==> config.mk <==
export PLATFORM = sky130hd
export DESIGN_NAME = pipe_skid_reg
export DESIGN_NICKNAME = d
export VERILOG_FILES = /design/src/rtl/pipe_pkg.sv /design/src/rtl/sat_counter.sv /design/src/rtl/pipe_skid_reg.sv
export SDC_FILE = /design/constraint.sdc
export NUM_CORES = 1
export LEC_CHECK = 0
export ABC_AREA = 0
export CORE_ASPECT_RATIO = 0.75
export CORE_MARGIN = 1.5
export CORE_UTILIZATION = 50
export CTS_CLUSTER_DIAMETER = 200
export DETAILED_ROUTE_END_ITERATION = 16
export PLACE_DENSITY = 0.85
export SLEW_MARGIN = 25
export SYNTH_ARGS = -nofsm -noshare
export SYNTH_HDL_FRONTEND = slang
export SYNTH_SLANG_ARGS = --single-unit
==> constraint.sdc <==
create_clock -name clk -period 2.9 [get_ports clk]
set_input_delay 0.29 -clock clk [delete_from_list [all_inputs] [get_ports clk]]
set_output_delay 0.29 -clock clk [all_outputs]
set_load 0.03 [all_outputs]
==> src/rtl/pipe_pkg.sv <==
// Shared definitions for the pipeline stage registers: stage state encoding,
// the MIPS NOP word and the default datapath width.
package pipe_pkg;

  typedef enum logic [1:0] {
    StEmpty = 2'd0,
    StOne   = 2'd1,
    StTwo   = 2'd2
  } stage_state_e;

  localparam logic [31:0] MIPS_NOP = 32'h0000_0000;  // sll $0,$0,0

  localparam int unsigned DefaultWidth = 32;

endpackage

==> src/rtl/sat_counter.sv <==
// Saturating up-counter with synchronous reset and a clear that wins over increment.
module sat_counter #(
  parameter int unsigned W = 16
) (
  input  logic         clk,
  input  logic         reset,
  input  logic         clr,
  input  logic         inc,
  output logic [W-1:0] count
);

  logic [W-1:0] count_q, count_d;

  always_comb begin
    count_d = count_q;
    if (clr) begin
      count_d = '0;
    end else if (inc && (count_q != {W{1'b1}})) begin
      count_d = count_q + 1'b1;
    end
  end

  always_ff @(posedge clk) begin
    if (reset) begin
      count_q <= '0;
    end else begin
      count_q <= count_d;
    end
  end

  assign count = count_q;

endmodule

==> src/rtl/pipe_skid_reg.sv <==
// Pipeline stage register with valid/ready handshake and a one-entry skid buffer,
// so in_ready depends only on registered state. Flush squashes the stage to NOP.
module pipe_skid_reg
  import pipe_pkg::*;
#(
  parameter int unsigned      WIDTH     = DefaultWidth,
  parameter logic [WIDTH-1:0] RESET_VAL = '0,
  parameter logic [WIDTH-1:0] NOP_VAL   = WIDTH'(MIPS_NOP),
  parameter int unsigned      CNT_W     = 16
) (
  input  logic             clk,
  input  logic             reset,
  input  logic             flush,
  input  logic             in_valid,
  output logic             in_ready,
  input  logic [WIDTH-1:0] in,
  output logic             out_valid,
  input  logic             out_ready,
  output logic [WIDTH-1:0] out,
  input  logic             clr_cnt,
  output logic [CNT_W-1:0] stall_cnt
);

  stage_state_e     state_q, state_d;
  logic [WIDTH-1:0] main_q, main_d;
  logic [WIDTH-1:0] skid_q, skid_d;
  logic             in_fire, out_fire;

  assign in_fire  = in_valid & in_ready;
  assign out_fire = out_valid & out_ready;

  always_ff @(posedge clk) begin
    if (reset) begin
      state_q <= StEmpty;
    end else begin
      state_q <= state_d;
    end
  end

  always_comb begin
    state_d = state_q;
    if (flush) begin
      state_d = StEmpty;
    end else begin
      unique case (state_q)
        StEmpty: if (in_fire) state_d = StOne;
        StOne: begin
          if (in_fire && !out_fire) begin
            state_d = StTwo;
          end else if (!in_fire && out_fire) begin
            state_d = StEmpty;
          end
        end
        StTwo:   if (out_fire) state_d = StOne;
        default: state_d = StEmpty;
      endcase
    end
  end

  always_comb begin
    out_valid = (state_q != StEmpty);
    in_ready  = (state_q != StTwo);
  end

  // A beat accepted during flush is consumed by the handshake and dropped here.
  always_comb begin
    main_d = main_q;
    skid_d = skid_q;
    if (flush) begin
      main_d = NOP_VAL;
      skid_d = NOP_VAL;
    end else begin
      unique case (state_q)
        StEmpty: if (in_fire) main_d = in;
        StOne: begin
          if (in_fire && out_fire) begin
            main_d = in;
          end else if (in_fire) begin
            skid_d = in;
          end
        end
        StTwo:   if (out_fire) main_d = skid_q;
        default: ;
      endcase
    end
  end

  always_ff @(posedge clk) begin
    if (reset) begin
      main_q <= RESET_VAL;
      skid_q <= RESET_VAL;
    end else begin
      main_q <= main_d;
      skid_q <= skid_d;
    end
  end

  assign out = main_q;

  sat_counter #(
    .W(CNT_W)
  ) u_stall_cnt (
    .clk  (clk),
    .reset(reset),
    .clr  (clr_cnt),
    .inc  (out_valid & ~out_ready),
    .count(stall_cnt)
  );

endmodule

=== Yosys cells after proc, flatten, opt, wreduce, memory -nomap -nowiden ===
Cells that the tools add are included.

* Register bits after elaboration: 82
* Output and inout bits: 50
* Input port bits: 38

* Multiplexer cells: 9
* Add/subtract/negate cells: 1
* Reduce and logical (&&, ||, !) cells: 14
* Bitwise logic cells: 5
* Equal/unequal tests: 8

{| class="wikitable"
|+ Operators by type and width
! operator !! count
|-
| 2-to-1 mux 32 bit || 3
|-
| case mux 32 bit (3 select lines) || 1
|-
| adder 16 x 1 -> 16 bit (second input constant) || 1
|-
| inequality test 16 bit (second input constant) || 1
|-
| 2-to-1 mux 2 bit || 4
|-
| inequality test 2 bit (second input constant) || 4
|-
| case mux 2 bit (3 select lines) || 1
|-
| AND reduction 3 bit || 2
|-
| logical AND 1 bit || 4
|-
| AND reduction 4 bit || 1
|-
| OR reduction 2 bit || 2
|-
| AND 1 bit || 3
|-
| inequality test 3 bit (second input constant) || 1
|-
| nonzero test 3 bit || 1
|-
| == test 2 x 1 -> 1 bit (second input constant) || 1
|-
| == test 2 bit (second input constant) || 1
|-
| logical NOT 1 bit || 2
|-
| logical NOT 2 bit || 1
|-
| inverter 1 bit || 2
|-
| nonzero test 2 bit || 1
|}

=== Logic depth before layout (Yosys ltp) ===
* Word-level depth: 7
* Depth in mapped cells: 9
* Depth with buffers taken out: 6

=== Cells and area by module ===
Synthesis repeated with hierarchy kept, for this count alone.

* Cell total of the unflattened synthesis: 409
* Area total of the unflattened synthesis: 3915.0 µm²

{| class="wikitable"
|+ Modules (own cells, without submodules)
! module !! area an instance (µm²) !! cells each !! instances
|-
| pipe_skid_reg || 2997.9 || 307 || 1
|-
| sat_counter || 917.1 || 102 || 1
|}

=== Worst setup path before layout ===
Ideal clock, no wire load.

* Path kind: register to register
* Start: reg u_stall_cnt.count_q[4] (netlist: u_stall_cnt.count[4])
* End: reg u_stall_cnt.count_q[15] (netlist: u_stall_cnt.count[15])
* Period minus slack after synthesis: 2064 ps
* Stages on the path, launching flop included: 6
* Required time: 2830 ps
* Setup time: 70 ps
* Path slack: 836 ps
* Data arrival time: 1994 ps
* Buffers on the path: 1
* Cell sequence: dfxtp_1 > nand3_2 > or4_1 > buf_2 > or4_1 > a21oi_1

* Longest elaborated chain between the ends: 2
* Elaborated cells on any way between the ends: 3
* Classes of those cells: add/sub (1); eq/ne (1); reduce/logical (1)

{| class="wikitable"
|+ Ends and longest elaborated chain
! item !! RTL line !! source
|-
| from (decl) || sat_counter.sv:12 || <nowiki>logic [W-1:0] count_q, count_d;</nowiki>
|-
| from (signal assigned) || sat_counter.sv:27 || <nowiki>count_q <= count_d;</nowiki>
|-
| branches (longest 2 deep; another with adder 16 x 1 -> 16 bit) || -- ||
|}

Several ways; the timed one is not identified.
A chain may end at the register's enable or synchronous reset.

=== Worst setup path in the final report ===
* Start: reg state_q[0]
* End: out in_ready

* Longest elaborated chain between the ends: 1

{| class="wikitable"
|+ Ends and longest elaborated chain
! item !! RTL line !! source
|-
| from (decl) || pipe_skid_reg.sv:24 || <nowiki>stage_state_e state_q, state_d;</nowiki>
|-
| from (signal assigned) || pipe_skid_reg.sv:34 || <nowiki>state_q <= StEmpty;</nowiki>
|-
| from (signal assigned) || pipe_skid_reg.sv:36 || <nowiki>state_q <= state_d;</nowiki>
|-
| inequality test 2 bit || pipe_skid_reg.sv:62 || <nowiki>in_ready = (state_q != StTwo);</nowiki>
|-
| to (decl) || pipe_skid_reg.sv:15 || <nowiki>output logic in_ready,</nowiki>
|}

Every way passes these cells.

==> load_flow_metrics.sql <==
INSERT INTO impl_metrics (metric_group, metric, value, unit) VALUES
('finish', 'area_growth', '33.12', '%'),
('floorplanning', 'die_ht', '75.09', 'microns'),
('clock_network', 'worst_setup_hold_path_clk_slew', '0.08', 'ns'),
('yosys', 'synth_compound_gate_area_share', '0.1755', ''),
('critical_path', 'r2r_cells', '4', ''),
('clock_network', 'post_cts_resize_count', '0', ''),
('yosys', 'synth_sequential_area_ratio', '0.4738', ''),
('sta', 'relSlewSlack', '0.5411', ''),
('finish', 'layout-drive-gt1-share', '0.06379', ''),
('finish', 'nets', '522', ''),
('yosys', 'synthDistinctLibCells', '35', ''),
('critical_path', 'worst_setup_path_end_kind', 'output pin', ''),
('clock_network', 'cts_buffers', '9', ''),
('critical_path', 'worst_ep_arrival_time', '1.89', 'ns'),
('placed_design', 'dp_hpwl', '5.707', 'mm'),
('placed_design', 'postPlaceCellArea', '4409', 'sq um'),
('yosys', 'synth_area_leaders', 'dfxtp_1 47%, mux2i_1 10%, nand2_1 8.5%', ''),
('clock_network', 'clock_insertion_delay_worst_skew', '0.35', 'ns'),
('clock_network', 'clock_sink_count', '82', ''),
('global_routing', 'maximum_number_of_pins_on_one_net_before_global_route_repair', '65', ''),
('power_and_ir_drop', 'powerDensity', '497.2', 'nW/um^2'),
('detailed_routing', 'drt-pass1-iter-count', '5', ''),
('critical_path', 'worst_setup_path_startpoint', 'state_q[0]$_SDFFE_PP0P_', ''),
('critical_path', 'launching_point_of_the_worst_reg2reg_path', 'state_q[1]$_SDFFE_PP0P_', ''),
('yosys', 'synthesis.nets', '446', ''),
('detailed_routing', 'detail-route-antenna-nets', '0', ''),
('yosys', 'syn_inst', '406', ''),
('sta', 'period_minus_slack', '2.175', 'ns'),
('floorplanning', 'floorplan.die_area', '7443', 'sq um'),
('clock_network', 'holdBufCountCts', '0', ''),
('yosys', 'share_of_yosys_cell_area_claimed_by_the_top_area_cell_type', '0.4738', ''),
('global_routing', 'grt_remaining_overflow', '0', ''),
('sta', 'timing_worst_slew_pin_value', '0.6820', 'ns'),
('critical_path', 'r2r_slack', '0.82', 'ns'),
('yosys', 'dominant_combinational_cell_family_by_area_after_synthesis', 'simple AND/OR/NAND/NOR gates', ''),
('yosys', 'asyncSetResetFlopFracSynth', '0', ''),
('flow_run', 'max_cap_viol_count', '0', ''),
('global_routing', 'grt_pass1_wl', '13.08', 'mm'),
('placed_design', 'dp_worst_setup_slack', '0.4219', 'ns'),
('finish', 'antennaDiodeCount', '0', ''),
('yosys', 'synth_simple_gate_area_share', '0.2077', ''),
('clock_network', 'root_buffer', 'clkbuf_8', ''),
('finish', 'fin_util', '0.6816', ''),
('yosys', 'syn_area_per_cell', '8.533', 'sq um'),
('sta', 'finalHoldViolCount', '0', ''),
('sta', 'timing.final.crit_share', '0.7501', ''),
('critical_path', 'endpoint_required_time_on_the_critical_path', '2.61', 'ns'),
('detailed_routing', 'wl', '8.585', 'mm'),
('placed_design', 'place_congestion', '0.8321', ''),
('clock_network', 'cts-root-to-sink-buffers', '2', ''),
('floorplanning', 'rows', '26', ''),
('sta', 'finalSetupTns', '0', 'ns'),
('detailed_routing', 'vias', '3259', ''),
('yosys', 'synthFlopType', 'dfxtp_1', ''),
('sta', 'setup_ws', '0.7248', 'ns'),
('clock_network', 'cts.htree.levels', '3', ''),
('sta', 'fmax', '0.4597', 'GHz'),
('placed_design', 'portBuffers', '87', ''),
('outcome', 'run_status', 'completed', ''),
('critical_path', 'crit_path_start_kind', 'flop', ''),
('yosys', 'synth_seq_cells', '82', ''),
('global_routing', 'antenna_violations_before_repair', '0', ''),
('yosys', 'yosysTopAreaCell', 'dfxtp_1', ''),
('critical_path', 'path_max_fanout', '9', ''),
('critical_path', 'worstReg2RegEnd', 'u_stall_cnt.count[15]$_SDFFE_PP0P_', ''),
('detailed_routing', 'drt_first_iter_violations', '148', ''),
('critical_path', 'crit_path_end', 'in_ready', ''),
('sta', 'timing.final.max_slew_violations', '0', ''),
('finish', 'final_design_area_no_fill', '4612', 'sq um'),
('clock_network', 'cts_setup_buffers', '0', ''),
('finish', 'fillCellCount', '544', '');
## cell usage in the layout, fill, tap and decap left out, types with 2 or more instances in the layout
cell | netlist | routed
a211oi_1 | 32 | 32
a21oi_1 | 44 | 44
a31oi_1 | 2 | 2
and2_1 | 3 | 3
buf_4 | 0 | 6
clkbuf_8 | 0 | 11
clkdlybuf4s50_1 | 0 | 87
dfxtp_1 | 82 | 82
ha_1 | 2 | 2
inv_1 | 2 | 2
mux2i_1 | 35 | 35
nand2_1 | 78 | 78
nand3_1 | 6 | 6
nand4_1 | 4 | 4
nor2_1 | 39 | 39
nor3_1 | 2 | 2
nor4_1 | 5 | 5
o21ai_0 | 5 | 5
o21ba_2 | 2 | 2
o31ai_1 | 6 | 6
or2_2 | 3 | 3
or3_1 | 4 | 4
or4_1 | 9 | 9
## worst min-delay path by stage
stage	depth (start not counted)	end	slack, ns
floorplan	2	skid_q[0]$_SDFFE_PP0P_	0.43
global placement	2	skid_q[7]$_SDFFE_PP0P_	0.44
detailed placement	2	skid_q[9]$_SDFFE_PP0P_	0.45
CTS	2	skid_q[2]$_SDFFE_PP0P_	0.46
global route	2	skid_q[27]$_SDFFE_PP0P_	0.47
finish	2	skid_q[2]$_SDFFE_PP0P_	0.46
## logic make-up after synthesis
kind of cell               after synthesis
AOI/OAI and AO/OA                       96
adders and majority gates                2
buffers and inverters                   31
DFF                                     82
and+or+nand+nor                        160
muxes                                   35
## metal layers
layer | routed length [microns] | global-route usage | vias to the layer above
met5 | 0 | 0 | -
met4 | 116 | 0.07199 | 0
met3 | 538 | 0.05478 | 15
met2 | 4037 | 0.3670 | 109
met1 | 3892 | 0.2965 | 1544
li1 | - | - | 1591
## through the flow
stage               power, uW  std cells  hold WS (ns)
global route             2374        570        0.4735
finish                   2293        570        0.4552
floorplan                1341        406        0.4260
CTS                      2308        570        0.4570
detailed placement       1479        555        0.4456
global placement         1471        555        0.4404
## registers in the layout (all words and copies together) (netlist names)
| name | flops |
|---|---|
| out | 32 |
| skid_q | 32 |
| state_q | 2 |
| u_stall_cnt.count | 16 |
## cell type report
cell class                 count  area [sq um]  area share
sequential                    82          1642      0.3559
multi-input combinational    293          1719      0.3728
inverter                       2         7.507    0.001628
clock buffer                  11         151.4     0.03283
timing repair buffer          94         935.9      0.2029
tap                           84         105.1     0.02279
clock inverter                 4         51.30     0.01112
## critical path, cell delays in order (launching register included)
cell	delay, ns
dfxtp_1	0.49
nand2b_2	0.33
clkdlybuf4s50_1	0.72
## report_power, final
part	internal, uW	total, uW	switching, uW
registers	1150	1170	16.9
logic	129	285	156
clock network	440	839	398
total	1720	2290	572
Power figures use the tool's default switching activity.
==> variant 1, RTL diff (same settings) <==
Change the parameter `CNT_W` from 16 to 32.
--- a/src/rtl/pipe_skid_reg.sv
+++ b/src/rtl/pipe_skid_reg.sv
@@ -7,5 +7,5 @@
   parameter logic [WIDTH-1:0] RESET_VAL = '0,
   parameter logic [WIDTH-1:0] NOP_VAL   = WIDTH'(MIPS_NOP),
-  parameter int unsigned      CNT_W     = 16
+  parameter int unsigned      CNT_W     = 32
 ) (
   input  logic             clk,
Interface: changed (resized stall_cnt); port bits go from 88 to 104. The function was not compared with the original's and may differ.
==> variant 1 against the unedited design <==
Critical path depth is 3 higher. Wire length grew 21%. Design area grew 22%. Power increased by 26%. Area after synthesis up 22%. Fmax down 14%. Synthesized cell count is 22% higher. Global-route usage rose by 1.3 points. Sequential cell count is 16 higher. Worst setup slack lost 350 ps. First-iteration DRC count grew 26%. Combinational power rose by 2%. Critical path type is now register to register. Largest cell class unchanged. Largest power group unchanged. Highest routed layer unchanged.
==> variant 1: results (changes against the unedited design) <==
Reg-to-Reg Start u_stall_cnt.count[22]$_SDFFE_PP0P_; worst reg-to-reg setup slack 380 ps (-440 ps); drt total wl 10360 µm (+21%); worst vdd ir 0.3173 mV (+10%); synth top area cells dfxtp_1, mux2i_1, nand2_1, a211oi_1, a21oi_1; Worst Hold Launch skid_q[0]$_SDFFE_PP0P_; Synth cell types 44 (+26%); status complete, no violations; layout cells sized above 1 6.463% (+0.084 points); initial antenna violation count 0 (unchanged); RD Place Congestion 0.8554 (+2.8%); Mapped Nets 534 (+20%); Layout Nets 622 (+19%); area share of fa/ha/maj cells after synthesis 0.2953% (-0.43 points); first-pass GRT wire length 16680 µm (+27%); Hold Path Cell Cnt 2 (unchanged); CP Max Fanout 18 (+9); Post-CTS Setup Repair Bufs 0 (unchanged); total number of vias 3879 (+19%); Slew Limit Headroom 45.67% (-8.4 points); complex-gate fraction of the synthesized area 18.07% (+0.52 points); H-tree depth 3 (unchanged); R2R depth 5 (+1); Final Skew 11.91 ps (+4.186 ps); XOR/XNOR Fraction of Synth Area 1.861% (+1.9 points); post-synthesis sequential area ratio 46.31% (-1.1 points); CP Data Arrival Time 2720 ps (+830 ps); worst setup path end u_stall_cnt.count[13]$_SDFFE_PP0P_; mux contribution to synthesized area 8.033% (-2.1 points); vias in the first global route 3579 (+29%); Initial DRC Count 186 (+26%); root buf cell clkbuf_16; hold-critical path endpoint skid_q[0]$_SDFFE_PP0P_; critical path startpoint category register; most instantiated cells after synthesis dfxtp_1, nand2_1, nor2_1; IO buf count 103 (+18%); GRT Util Overall 23.71% (+1.3 points); post-DP HPWL 7050 µm (+24%); Max Cap Viol 0 (unchanged); Leak Pwr 2.061 nW (+17%); Pre-antenna DRT Iters 4 (-1); fillers 637 (+17%)
## variant 1: metrics by stage
stage / setup slack [ps] / hold WS (ps) / instance area, µm² / power [W] / std cells
finish: 375.6 / 455.4 / 5633 / 0.002886 / 693
CTS: 400.7 / 455.3 / 5633 / 0.002909 / 693
global placement: 530.0 / 440.5 / 5328 / 0.001703 / 677
floorplan: 667.7 / 426.0 / 4237 / 0.001574 / 495
global route: 247.7 / 470.8 / 5633 / 0.002996 / 693
detailed placement: 412.4 / 446.0 / 5328 / 0.001710 / 677
## variant 1: area by class of cell
class	count	area share, %
multi-input combinational	360	37.76
sequential	98	34.83
timing repair buffer	109	19.32
clock buffer	10	4.243
tap	105	2.332
clock inverter	6	1.177
inverter	5	0.3332
## variant 1: kinds of logic (layout without fill, tap and decap cells)
group                      after synthesis  count (layout)
AOI/OAI and AO/OA                      119             119
xor gates and xnor gates                 9               9
adders and majority gates                1               1
buffers and inverters                   37             130
DFF                                     98              98
muxes                                   34              34
and+or+nand+nor                        197             197
## variant 1: report_power, final
part           switching, W  total [W]  internal (W)
sequential        0.0000170    0.00139       0.00137
clock              0.000512    0.00121      0.000694
combinational      0.000161   0.000290      0.000129
total              0.000690    0.00289       0.00220
## variant 1: layer usage
| metal | vias to the layer above | wire length (µm) | GRT usage, % |
|---|---|---|---|
| met5 | - | 0 | 0 |
| met4 | 0 | 145 | 9.221 |
| met3 | 15 | 451 | 5.730 |
| met2 | 117 | 4880 | 38.81 |
| met1 | 1812 | 4882 | 30.43 |
| li1 | 1935 | - | - |
## variant 1: critical path, cell delays in order, from the launching register on
cell and delay (ps):
dfxtp_1 420, nand4_1 200, or4_1 770, o31ai_4 680, or3_1 250, a21oi_2 60
==> variant 2, RTL diff (same flow settings) <==
Made on the original files. Put a register stage on the output `stall_cnt`, cleared by the reset. The value now appears one clock later. The other outputs are not delayed to match.
--- a/src/rtl/pipe_skid_reg.sv
+++ b/src/rtl/pipe_skid_reg.sv
@@ -21,4 +21,6 @@
   output logic [CNT_W-1:0] stall_cnt
 );
+
+  logic [CNT_W-1:0] stall_cnt_d;
 
   stage_state_e     state_q, state_d;
@@ -105,6 +107,14 @@
     .clr  (clr_cnt),
     .inc  (out_valid & ~out_ready),
-    .count(stall_cnt)
+    .count(stall_cnt_d)
   );
+
+  always_ff @(posedge clk) begin
+    if (reset) begin
+      stall_cnt <= '0;
+    end else begin
+      stall_cnt <= stall_cnt_d;
+    end
+  end
 
 endmodule
Check against the original RTL: not equivalent (a bounded check fails within 4 cycles, from zero or initial values and one cycle with reset high).
==> variant 2 against the unedited design <==
Synthesized cell count increased by 7.4%. Area after synthesis increased by 12%. Largest cell class is now flip-flops and latches. Largest power group unchanged. Worst setup slack better by 72 ps. First-iteration DRC count down 4.7%. Power is 6.9% higher. Sequential cell count up 16. Design area increased by 9.0%. Count of clock-buffer cells in the layout is the same. Wire length decreased by 0.12%. Sequential power is 19% higher. Die area rose by 11%. Hold slack better by 2.8 ps.
==> variant 2: results (changes against the unedited design) <==
status complete, no violations; Final Skew 10.48 ps (+2.760 ps); worst vdd ir 0.3267 mV (+14%); Non-clock inverters 3 (+1); CP Data Arrival Time 2380 ps (+490 ps); register share of the cell area 39.03% (+3.4 points); Slew Limit Headroom 56.81% (+2.7 points); synth top area cells dfxtp_1, mux2i_1, nand2_1, a211oi_1, a21oi_1; vias in the first global route 3059 (+10%); first-pass GRT wire length 13910 µm (+6.3%); Storage cell area 1962 µm² (+20%); met3 routed WL 426 µm (-21%); most instantiated cells after synthesis dfxtp_1, nand2_1, a21oi_1; Layout clock area frac 3.435% (-0.96 points); Worst path slowest cell or4_1; CP Max Fanout 9 (unchanged); Final Power 0.002452 W (+6.9%); delay-heaviest family, CP simple AND/OR/NAND/NOR gates; Post-Place Setup Slack 457.6 ps (+35.62 ps); CP peak stage delay 630 ps (-90 ps); NonClk Buf Share 19.02% (-1.3 points); non-filler instance count after layout 618 (+8.4%); post-synthesis sequential area ratio 50.68% (+3.3 points); post-DP HPWL 5819 µm (+2.0%); layout cells sized above 1 5.609% (-0.77 points); Layout Nets 552 (+5.7%); placed cell areas 4853 µm² (+10%); met1 usage 25.53% (-4.1 points); M1 WL 3930 µm (+0.98%); fillers 638 (+17%); Initial DRC Count 141 (-4.7%); Area growth syn-to-layout 29.83%; placed insts 602 (+8.5%); Synth Instances 436 (+7.4%); drt total wl 8575 µm (-0.12%); M3 GR Usage 5.337% (-0.14 points); clock share of power 31.6% (-5.0 points); Net Switching 0.0006312 W (+10%); met2 Resource Use GR 35.46% (-1.2 points); GRT Util Overall 20.65% (-1.7 points); flops & latches, synth 98 (+20%); Leak Pwr 1.946 nW (+10%); Mapped Nets 476 (+6.7%); Multi-In Gates 305 (+4.1%); share of flip-flops with an asynchronous set or reset 0% (unchanged); multi-input logic portion of the cell area 35.77% (-1.5 points); Finished Core Util 67.63% (-0.53 points); H-tree depth 3 (unchanged); nonclk buf count 95 (+1.1%); Pre-antenna DRT Iters 4 (-1); Seq. pwr 0.00139 W (+19%); length of routed met2 wiring 4150 µm (+2.8%); Synth cell types 34 (-2.9%)
-- variant 2: worst paths after layout --
check             cells past startpoint                                 end  slack [ps]               startpoint
setup / recovery                      5  u_stall_cnt.count[11]$_SDFFE_PP0P_         800                out_ready
hold / removal                        2             skid_q[27]$_SDFFE_PP0P_         460  skid_q[27]$_SDFFE_PP0P_
setup reg to reg                      4  u_stall_cnt.count[11]$_SDFFE_PP0P_         860  state_q[1]$_SDFFE_PP0P_
hold reg to reg                       2             skid_q[27]$_SDFFE_PP0P_         460  skid_q[27]$_SDFFE_PP0P_
-- variant 2: logic make-up (layout without fill, tap and decap cells) --
kind of cell	after synthesis	after routing	share of synthesized area, %
AOI/OAI and AO/OA	91	91	14.77
buffers and inverters	33	114	3.297
and+or+nand+nor	175	175	21.04
DFF	98	98	50.68
muxes	37	37	9.567
adders and majority gates	2	2	0.6463
-- variant 2: worst register-to-register path, cell delays in order (launching register included) --
cell	delay, ps
dfxtp_1	500
o21bai_1	140
or4_1	630
or4_1	530
a21oi_1	170
